===== src/rtl/axil_reg_responder.sv =====
// rtl/axil_reg_responder.sv - AXI4-Lite responder for a four-register window
//
// Registers at BASE_ADDR: 0x0 CTRL0 (RW), 0x4 CTRL1 (RW),
// 0x8 SUM (RO, CTRL0+CTRL1), 0xC WCNT (RO, completed write count).
// Optional feature macro: AXIL_REG_RESPONDER_SLVERR_EN (SLVERR on
// out-of-range accesses and on writes to SUM/WCNT).
//
// Ports:
//   s0_axi_aclk, s0_axi_areset     clock, synchronous active-high reset
//   s0_axi_aw*                     write address channel
//   s0_axi_w*                      write data channel
//   s0_axi_b*                      write response channel
//   s0_axi_ar*                     read address channel
//   s0_axi_r*                      read data channel
module axil_reg_responder #(
  parameter int                    DATA_WIDTH = 32,
  parameter int                    ADDR_WIDTH = 8,
  parameter int                    RESP_WIDTH = 3,
  parameter logic [ADDR_WIDTH-1:0] BASE_ADDR  = '0
) (
  input  logic                    s0_axi_aclk,
  input  logic                    s0_axi_areset,
  input  logic [ADDR_WIDTH-1:0]   s0_axi_awaddr,
  input  logic                    s0_axi_awvalid,
  output logic                    s0_axi_awready,
  input  logic [DATA_WIDTH-1:0]   s0_axi_wdata,
  input  logic [DATA_WIDTH/8-1:0] s0_axi_wstrb,
  input  logic                    s0_axi_wvalid,
  output logic                    s0_axi_wready,
  output logic [RESP_WIDTH-1:0]   s0_axi_bresp,
  output logic                    s0_axi_bvalid,
  input  logic                    s0_axi_bready,
  input  logic [ADDR_WIDTH-1:0]   s0_axi_araddr,
  input  logic                    s0_axi_arvalid,
  output logic                    s0_axi_arready,
  output logic [DATA_WIDTH-1:0]   s0_axi_rdata,
  output logic [RESP_WIDTH-1:0]   s0_axi_rresp,
  output logic                    s0_axi_rvalid,
  input  logic                    s0_axi_rready
);

  localparam int STRB_WIDTH = DATA_WIDTH / 8;
  localparam logic [RESP_WIDTH-1:0] RESP_OKAY   = '0;
  localparam logic [RESP_WIDTH-1:0] RESP_SLVERR = RESP_WIDTH'(2);

`ifdef AXIL_REG_RESPONDER_SLVERR_EN
  localparam logic SLVERR_EN = 1'b1;
`else
  localparam logic SLVERR_EN = 1'b0;
`endif

  typedef enum logic [1:0] {W_IDLE, W_HAVE_ADDR, W_HAVE_DATA, W_RESP} w_state_e;
  typedef enum logic {R_IDLE, R_DATA} r_state_e;

  // Register file
  logic [DATA_WIDTH-1:0] ctrl0_q, ctrl0_d;
  logic [DATA_WIDTH-1:0] ctrl1_q, ctrl1_d;
  logic [DATA_WIDTH-1:0] wcnt_q, wcnt_d;

  // Write channel state
  w_state_e              w_state_q, w_state_d;
  logic [ADDR_WIDTH-1:2] waddr_q, waddr_d;
  logic [DATA_WIDTH-1:0] wdata_q, wdata_d;
  logic [STRB_WIDTH-1:0] wstrb_q, wstrb_d;
  logic                  awready_q, awready_d;
  logic                  wready_q, wready_d;
  logic                  bvalid_q, bvalid_d;
  logic [RESP_WIDTH-1:0] bresp_q, bresp_d;

  // Read channel state
  r_state_e              r_state_q, r_state_d;
  logic                  arready_q, arready_d;
  logic                  rvalid_q, rvalid_d;
  logic [DATA_WIDTH-1:0] rdata_q, rdata_d;
  logic [RESP_WIDTH-1:0] rresp_q, rresp_d;

  // Commit bundle: whichever handshake completes the pair supplies its
  // half straight from the bus, the other half comes from the latch.
  logic                  commit;
  logic [ADDR_WIDTH-1:2] c_addr;
  logic [DATA_WIDTH-1:0] c_data;
  logic [STRB_WIDTH-1:0] c_strb;
  logic                  c_in_range;
  logic                  c_err;

  logic aw_hs, w_hs, ar_hs;
  logic r_in_range;
  logic [DATA_WIDTH-1:0] r_value;

  // Byte-offset bits do not take part in decode.
  logic unused_addr_bits;
  assign unused_addr_bits = ^{s0_axi_awaddr[1:0], s0_axi_araddr[1:0]};

  assign aw_hs = s0_axi_awvalid && awready_q;
  assign w_hs  = s0_axi_wvalid  && wready_q;
  assign ar_hs = s0_axi_arvalid && arready_q;

  assign c_in_range = (c_addr[ADDR_WIDTH-1:4] == BASE_ADDR[ADDR_WIDTH-1:4]);
  // SUM and WCNT (index bit 1 set) are read-only.
  assign c_err      = !c_in_range || c_addr[3];

  // Write FSM
  always_comb begin
    w_state_d = w_state_q;
    waddr_d   = waddr_q;
    wdata_d   = wdata_q;
    wstrb_d   = wstrb_q;
    awready_d = awready_q;
    wready_d  = wready_q;
    bvalid_d  = bvalid_q;
    bresp_d   = bresp_q;
    commit    = 1'b0;
    c_addr    = waddr_q;
    c_data    = wdata_q;
    c_strb    = wstrb_q;

    case (w_state_q)
      W_IDLE: begin
        // Readies come up here on the first cycle out of reset.
        awready_d = 1'b1;
        wready_d  = 1'b1;
        if (aw_hs && w_hs) begin
          commit = 1'b1;
          c_addr = s0_axi_awaddr[ADDR_WIDTH-1:2];
          c_data = s0_axi_wdata;
          c_strb = s0_axi_wstrb;
        end else if (aw_hs) begin
          waddr_d   = s0_axi_awaddr[ADDR_WIDTH-1:2];
          awready_d = 1'b0;
          w_state_d = W_HAVE_ADDR;
        end else if (w_hs) begin
          wdata_d   = s0_axi_wdata;
          wstrb_d   = s0_axi_wstrb;
          wready_d  = 1'b0;
          w_state_d = W_HAVE_DATA;
        end
      end
      W_HAVE_ADDR: begin
        if (w_hs) begin
          commit = 1'b1;
          c_data = s0_axi_wdata;
          c_strb = s0_axi_wstrb;
        end
      end
      W_HAVE_DATA: begin
        if (aw_hs) begin
          commit = 1'b1;
          c_addr = s0_axi_awaddr[ADDR_WIDTH-1:2];
        end
      end
      W_RESP: begin
        if (s0_axi_bready) begin
          bvalid_d  = 1'b0;
          awready_d = 1'b1;
          wready_d  = 1'b1;
          w_state_d = W_IDLE;
        end
      end
      default: w_state_d = W_IDLE;
    endcase

    if (commit) begin
      awready_d = 1'b0;
      wready_d  = 1'b0;
      bvalid_d  = 1'b1;
      bresp_d   = (SLVERR_EN && c_err) ? RESP_SLVERR : RESP_OKAY;
      w_state_d = W_RESP;
    end
  end

  // Register file update; WCNT counts errored writes too.
  always_comb begin
    ctrl0_d = ctrl0_q;
    ctrl1_d = ctrl1_q;
    wcnt_d  = wcnt_q;
    if (commit) begin
      wcnt_d = wcnt_q + DATA_WIDTH'(1);
      for (int i = 0; i < STRB_WIDTH; i++) begin
        if (c_in_range && c_strb[i]) begin
          if (c_addr[3:2] == 2'd0) ctrl0_d[8*i +: 8] = c_data[8*i +: 8];
          if (c_addr[3:2] == 2'd1) ctrl1_d[8*i +: 8] = c_data[8*i +: 8];
        end
      end
    end
  end

  // Read decode uses the current register values, so a read sharing an
  // edge with a write commit sees the pre-write contents.
  assign r_in_range = (s0_axi_araddr[ADDR_WIDTH-1:4] == BASE_ADDR[ADDR_WIDTH-1:4]);

  always_comb begin
    r_value = '0;
    if (r_in_range) begin
      case (s0_axi_araddr[3:2])
        2'd0:    r_value = ctrl0_q;
        2'd1:    r_value = ctrl1_q;
        2'd2:    r_value = ctrl0_q + ctrl1_q;
        default: r_value = wcnt_q;
      endcase
    end
  end

  // Read FSM
  always_comb begin
    r_state_d = r_state_q;
    arready_d = arready_q;
    rvalid_d  = rvalid_q;
    rdata_d   = rdata_q;
    rresp_d   = rresp_q;
    case (r_state_q)
      R_IDLE: begin
        arready_d = 1'b1;
        if (ar_hs) begin
          rdata_d   = r_value;
          rresp_d   = (SLVERR_EN && !r_in_range) ? RESP_SLVERR : RESP_OKAY;
          rvalid_d  = 1'b1;
          arready_d = 1'b0;
          r_state_d = R_DATA;
        end
      end
      R_DATA: begin
        if (s0_axi_rready) begin
          rvalid_d  = 1'b0;
          arready_d = 1'b1;
          r_state_d = R_IDLE;
        end
      end
      default: r_state_d = R_IDLE;
    endcase
  end

  always_ff @(posedge s0_axi_aclk) begin
    if (s0_axi_areset) begin
      ctrl0_q   <= '0;
      ctrl1_q   <= '0;
      wcnt_q    <= '0;
      w_state_q <= W_IDLE;
      waddr_q   <= '0;
      wdata_q   <= '0;
      wstrb_q   <= '0;
      awready_q <= 1'b0;
      wready_q  <= 1'b0;
      bvalid_q  <= 1'b0;
      bresp_q   <= '0;
      r_state_q <= R_IDLE;
      arready_q <= 1'b0;
      rvalid_q  <= 1'b0;
      rdata_q   <= '0;
      rresp_q   <= '0;
    end else begin
      ctrl0_q   <= ctrl0_d;
      ctrl1_q   <= ctrl1_d;
      wcnt_q    <= wcnt_d;
      w_state_q <= w_state_d;
      waddr_q   <= waddr_d;
      wdata_q   <= wdata_d;
      wstrb_q   <= wstrb_d;
      awready_q <= awready_d;
      wready_q  <= wready_d;
      bvalid_q  <= bvalid_d;
      bresp_q   <= bresp_d;
      r_state_q <= r_state_d;
      arready_q <= arready_d;
      rvalid_q  <= rvalid_d;
      rdata_q   <= rdata_d;
      rresp_q   <= rresp_d;
    end
  end

  assign s0_axi_awready = awready_q;
  assign s0_axi_wready  = wready_q;
  assign s0_axi_bvalid  = bvalid_q;
  assign s0_axi_bresp   = bresp_q;
  assign s0_axi_arready = arready_q;
  assign s0_axi_rvalid  = rvalid_q;
  assign s0_axi_rdata   = rdata_q;
  assign s0_axi_rresp   = rresp_q;

endmodule


===== config.mk =====
export PLATFORM = sky130hd
export DESIGN_NAME = axil_reg_responder
export DESIGN_NICKNAME = d
export VERILOG_FILES = /design/src/rtl/axil_reg_responder.sv
export SDC_FILE = /design/constraint.sdc
export NUM_CORES = 1
export LEC_CHECK = 0
export CAP_MARGIN = 0
export CORE_MARGIN = 8
export CORE_UTILIZATION = 28
export CTS_CLUSTER_SIZE = 10
export DETAILED_ROUTE_END_ITERATION = 7
export PLACE_DENSITY_LB_ADDON = 0.05
export SYNTH_ARGS = -nofsm -noshare
export SYNTH_HDL_FRONTEND = slang
export SYNTH_SLANG_ARGS = --single-unit

===== constraint.sdc =====
create_clock -name s0_axi_aclk -period 3.6 [get_ports s0_axi_aclk]
set_input_delay 0.72 -clock s0_axi_aclk [delete_from_list [all_inputs] [get_ports s0_axi_aclk]]
set_output_delay 0.72 -clock s0_axi_aclk [all_outputs]
set_load 0.05 [all_outputs]

==> impl_metrics.toml <==
[run_status]
status = "complete, no violations"

[clock_tree]
hold_buffers = 0
cts_resized = 0
cts_tree = "done"
clock_path_buffers = 2
htreeDepth = 4
cts_sinks = 178
clockRootBuffer = "clkbuf_16"
numCtsBuffers = 17
cts_setup_buffers = 0
clkTransAtPathRegs_ns = 0.07
clk_latency_ns = 0.45

[floorplanning]
die_y_um = 202
fp-row-count = 68
dieArea_sq_um = 40900
initial_core_util = 0.282
die_w_um = 202
io_pins = 102
core_area_sq_um = 34400

[sta]
finalSetupViolations = 0
finalCritPeriodShare = 0.829
clock_skew_ns = 0.00997
max_freq_mhz = 335
hold_viol_final = 0
period_needed_ns = 2.99
slew_viol_final = 0
slew_headroom = 0.451
holdWs_ns = 0.454
rsz0062_at_grt = "no"
tightestPinTransition_ns = 0.823
fin_setup_tns_ns = 0

[critical_path]
r2r_slack_ns = 0.61
rr_startpoint = "ctrl0_q[8]$_SDFFE_PP0P_"
worstSetupStartpointType = "register"
reg2regPathDepth = 9
crit_path_end_kind = "register"
worstSetupPathType = "reg -> reg"
crit_required_ns = 3.93
crit_path_max_fanout = 5
r2r_end = "s0_axi_rdata[25]$_SDFFE_PP0P_"
cp.arrival_ns = 3.32

[placement]
place_congestion = 0.790
place_hpwl_um = 23100
portBuffers = 91

[finish]
antennaDiodeCount = 0
seqCellArea_sq_um = 3560
layout_common_cells = "178 x dfxtp_1, 151 x nor2_1, 131 x nand2_1"
multi_input_area_sq_um = 5820
nFillCells = 3682
final_common_cell = "dfxtp_1"
area_growth_syn_to_layout_pct = 20.5
nNetsFinal = 1285
drive_gt1_frac = 0.111

[min_path]
hp-start = "wdata_q[11]$_SDFFE_PP0P_"
whs_path_depth = 2
hold_path_end = "wdata_q[11]$_SDFFE_PP0P_"
hp-class = "reg -> reg"

[detailed_routing]
routed_via_density = 4.90
wl_um = 30900
drt-initial-drc-count = 341
vias = 8131
postRouteAntennaNets = 0
drcViolationCount = 0
drt_pass1_iterations = 7
wl_per_cell_um = 18.6

[yosys]
synthArstFlopShare = 0
netlist_area_sq_um = 9710
ys_types = 79
syn_inst = 1119
ys_seq_area_frac = 0.367
ys_ff_latch = 178
ys.flop_type = "dfxtp_1"
yosys_warnings = 0
synth_edf_count = 0
postSynthAreaPerCell_sq_um = 8.67

[power]
p_total_uw = 4460
leakagePower_uw = 0.00457
vdd_ir_drop_max_v = 0.000322
power.density_nw_per_um2 = 382

[global_route]
grt_start_max_net_pins = 74
grt-ovfl-total = 0
grt_pass1_wl_um = 48100
antenna_found_initial = 0
grt_pass1_vias = 8042
grtUsageTotal = 0.150

[run]
maxCapViolations = 0
final cells by class:
cell class | instances | share of cell area
Clock buffer | 19 | 0.0370
Timing Repair Buffer | 114 | 0.0920
Clock inverter | 12 | 0.0146
Sequential cell | 178 | 0.305
Multi-Input combinational cell | 867 | 0.498
Inverter | 15 | 0.00482
Tap cell | 455 | 0.0487
logic make-up after synthesis:
kind of cell    count (synthesis)  share of synthesized area
simple gates                  400                      0.191
compound gates                240                      0.163
flops                         178                      0.367
mux                           142                      0.158
buf+inv                        79                     0.0351
xor+xnor                       46                     0.0415
fa+ha+maj                      33                     0.0433
other cells                     1                   0.000386
critical path, cell delays in order, from the launching register on:
cell and delay [ns]:
dfxtp_1 0.34, ha_1 0.37, nand2_1 0.11, o21ai_0 0.46, a211oi_2 0.21, a32oi_1 0.45
a21oi_2 0.12, xnor2_1 0.13, mux4_2 0.48, a22o_1 0.21
state kept, by name, indices dropped and copies added, names as in the netlist, 2 cells and up:
signal        count
ctrl0_q          32
ctrl1_q          32
s0_axi_rdata     32
wcnt_q           32
wdata_q          32
waddr_q           6
wstrb_q           4
w_state_q         2
cell usage after synthesis, types with 4 or more instances:
cell type    n  share of area
nor4_1       5         0.0032
a211oi_1    10         0.0077
buf_2        8         0.0041
clkbuf_1    41          0.016
xnor2_1     27          0.024
o21a_1       6         0.0046
a31oi_1      5         0.0032
nor2_4       4         0.0046
o21ai_0     26          0.013
o211a_1      4         0.0041
mux2i_1     85          0.088
mux2_2      53          0.061
o221ai_1    13          0.012
nand4_1      9         0.0058
or2_2        4         0.0026
xor2_1      19          0.017
buf_1        7         0.0027
mux4_2       4         0.0093
or3_1       11         0.0071
o22ai_1     12         0.0077
nand2_1    131          0.051
nor2_1     151          0.058
and2_1       6         0.0039
buf_4        7         0.0054
nand3b_1     5         0.0039
a21o_1      19          0.015
and4_1       6         0.0054
nand3_1     20          0.010
inv_1       14         0.0054
o21ai_1      5         0.0026
a21oi_1     93          0.048
nand2b_1    14         0.0090
o211ai_1     6         0.0046
and3_1      10         0.0064
dfxtp_1    178           0.37
nor3_1       9         0.0046
ha_1        32          0.041
worst max-delay path by stage:
stage / start / end / slack [ns] / cells after the start
4_1_cts: ctrl0_q[16]$_SDFFE_PP0P_ / s0_axi_rdata[29]$_SDFFE_PP0P_ / 0.59 / 9
5_1_grt: ctrl0_q[16]$_SDFFE_PP0P_ / s0_axi_rdata[27]$_SDFFE_PP0P_ / 0.36 / 9
2_1_floorplan: ctrl0_q[0]$_SDFFE_PP0P_ / s0_axi_rdata[18]$_SDFFE_PP0P_ / 0.97 / 11
6_report: ctrl0_q[8]$_SDFFE_PP0P_ / s0_axi_rdata[25]$_SDFFE_PP0P_ / 0.61 / 9
3_3_place_gp: s0_axi_wvalid / ctrl1_q[28]$_SDFFE_PP0P_ / 0.34 / 9
3_5_place_dp: s0_axi_wvalid / ctrl1_q[30]$_SDFFE_PP0P_ / 0.30 / 9
layer usage:
metal  GRT usage  vias to the layer above  share of wire
met3      0.0275                       18          0.023
met4      0.0352                        0          0.011
met5           0                        -              0
li1            -                     4126              -
met2       0.272                       80           0.52
met1       0.182                     3907           0.45
power breakdown:
part	leakage (uW)	internal [uW]	switching (uW)	total (uW)
Combinational	0.00285	176	272	449
Clock	0.000285	1110	865	1970
Sequential	0.00144	2010	31.4	2040
per-stage QoR:
step | utilization | area [sq um] | instances | setup slack (ns)
2_1_floorplan | - | 9720 | 1124 | 0.973
3_3_place_gp | 0.323 | 11100 | 1629 | 0.342
3_5_place_dp | 0.323 | 11100 | 1629 | 0.301
4_1_cts | 0.340 | 11700 | 1660 | 0.595
5_1_grt | 0.340 | 11700 | 1660 | 0.362
6_report | 0.340 | 11700 | 1660 | 0.614
Note: power is estimated with default switching activity, not from simulation.
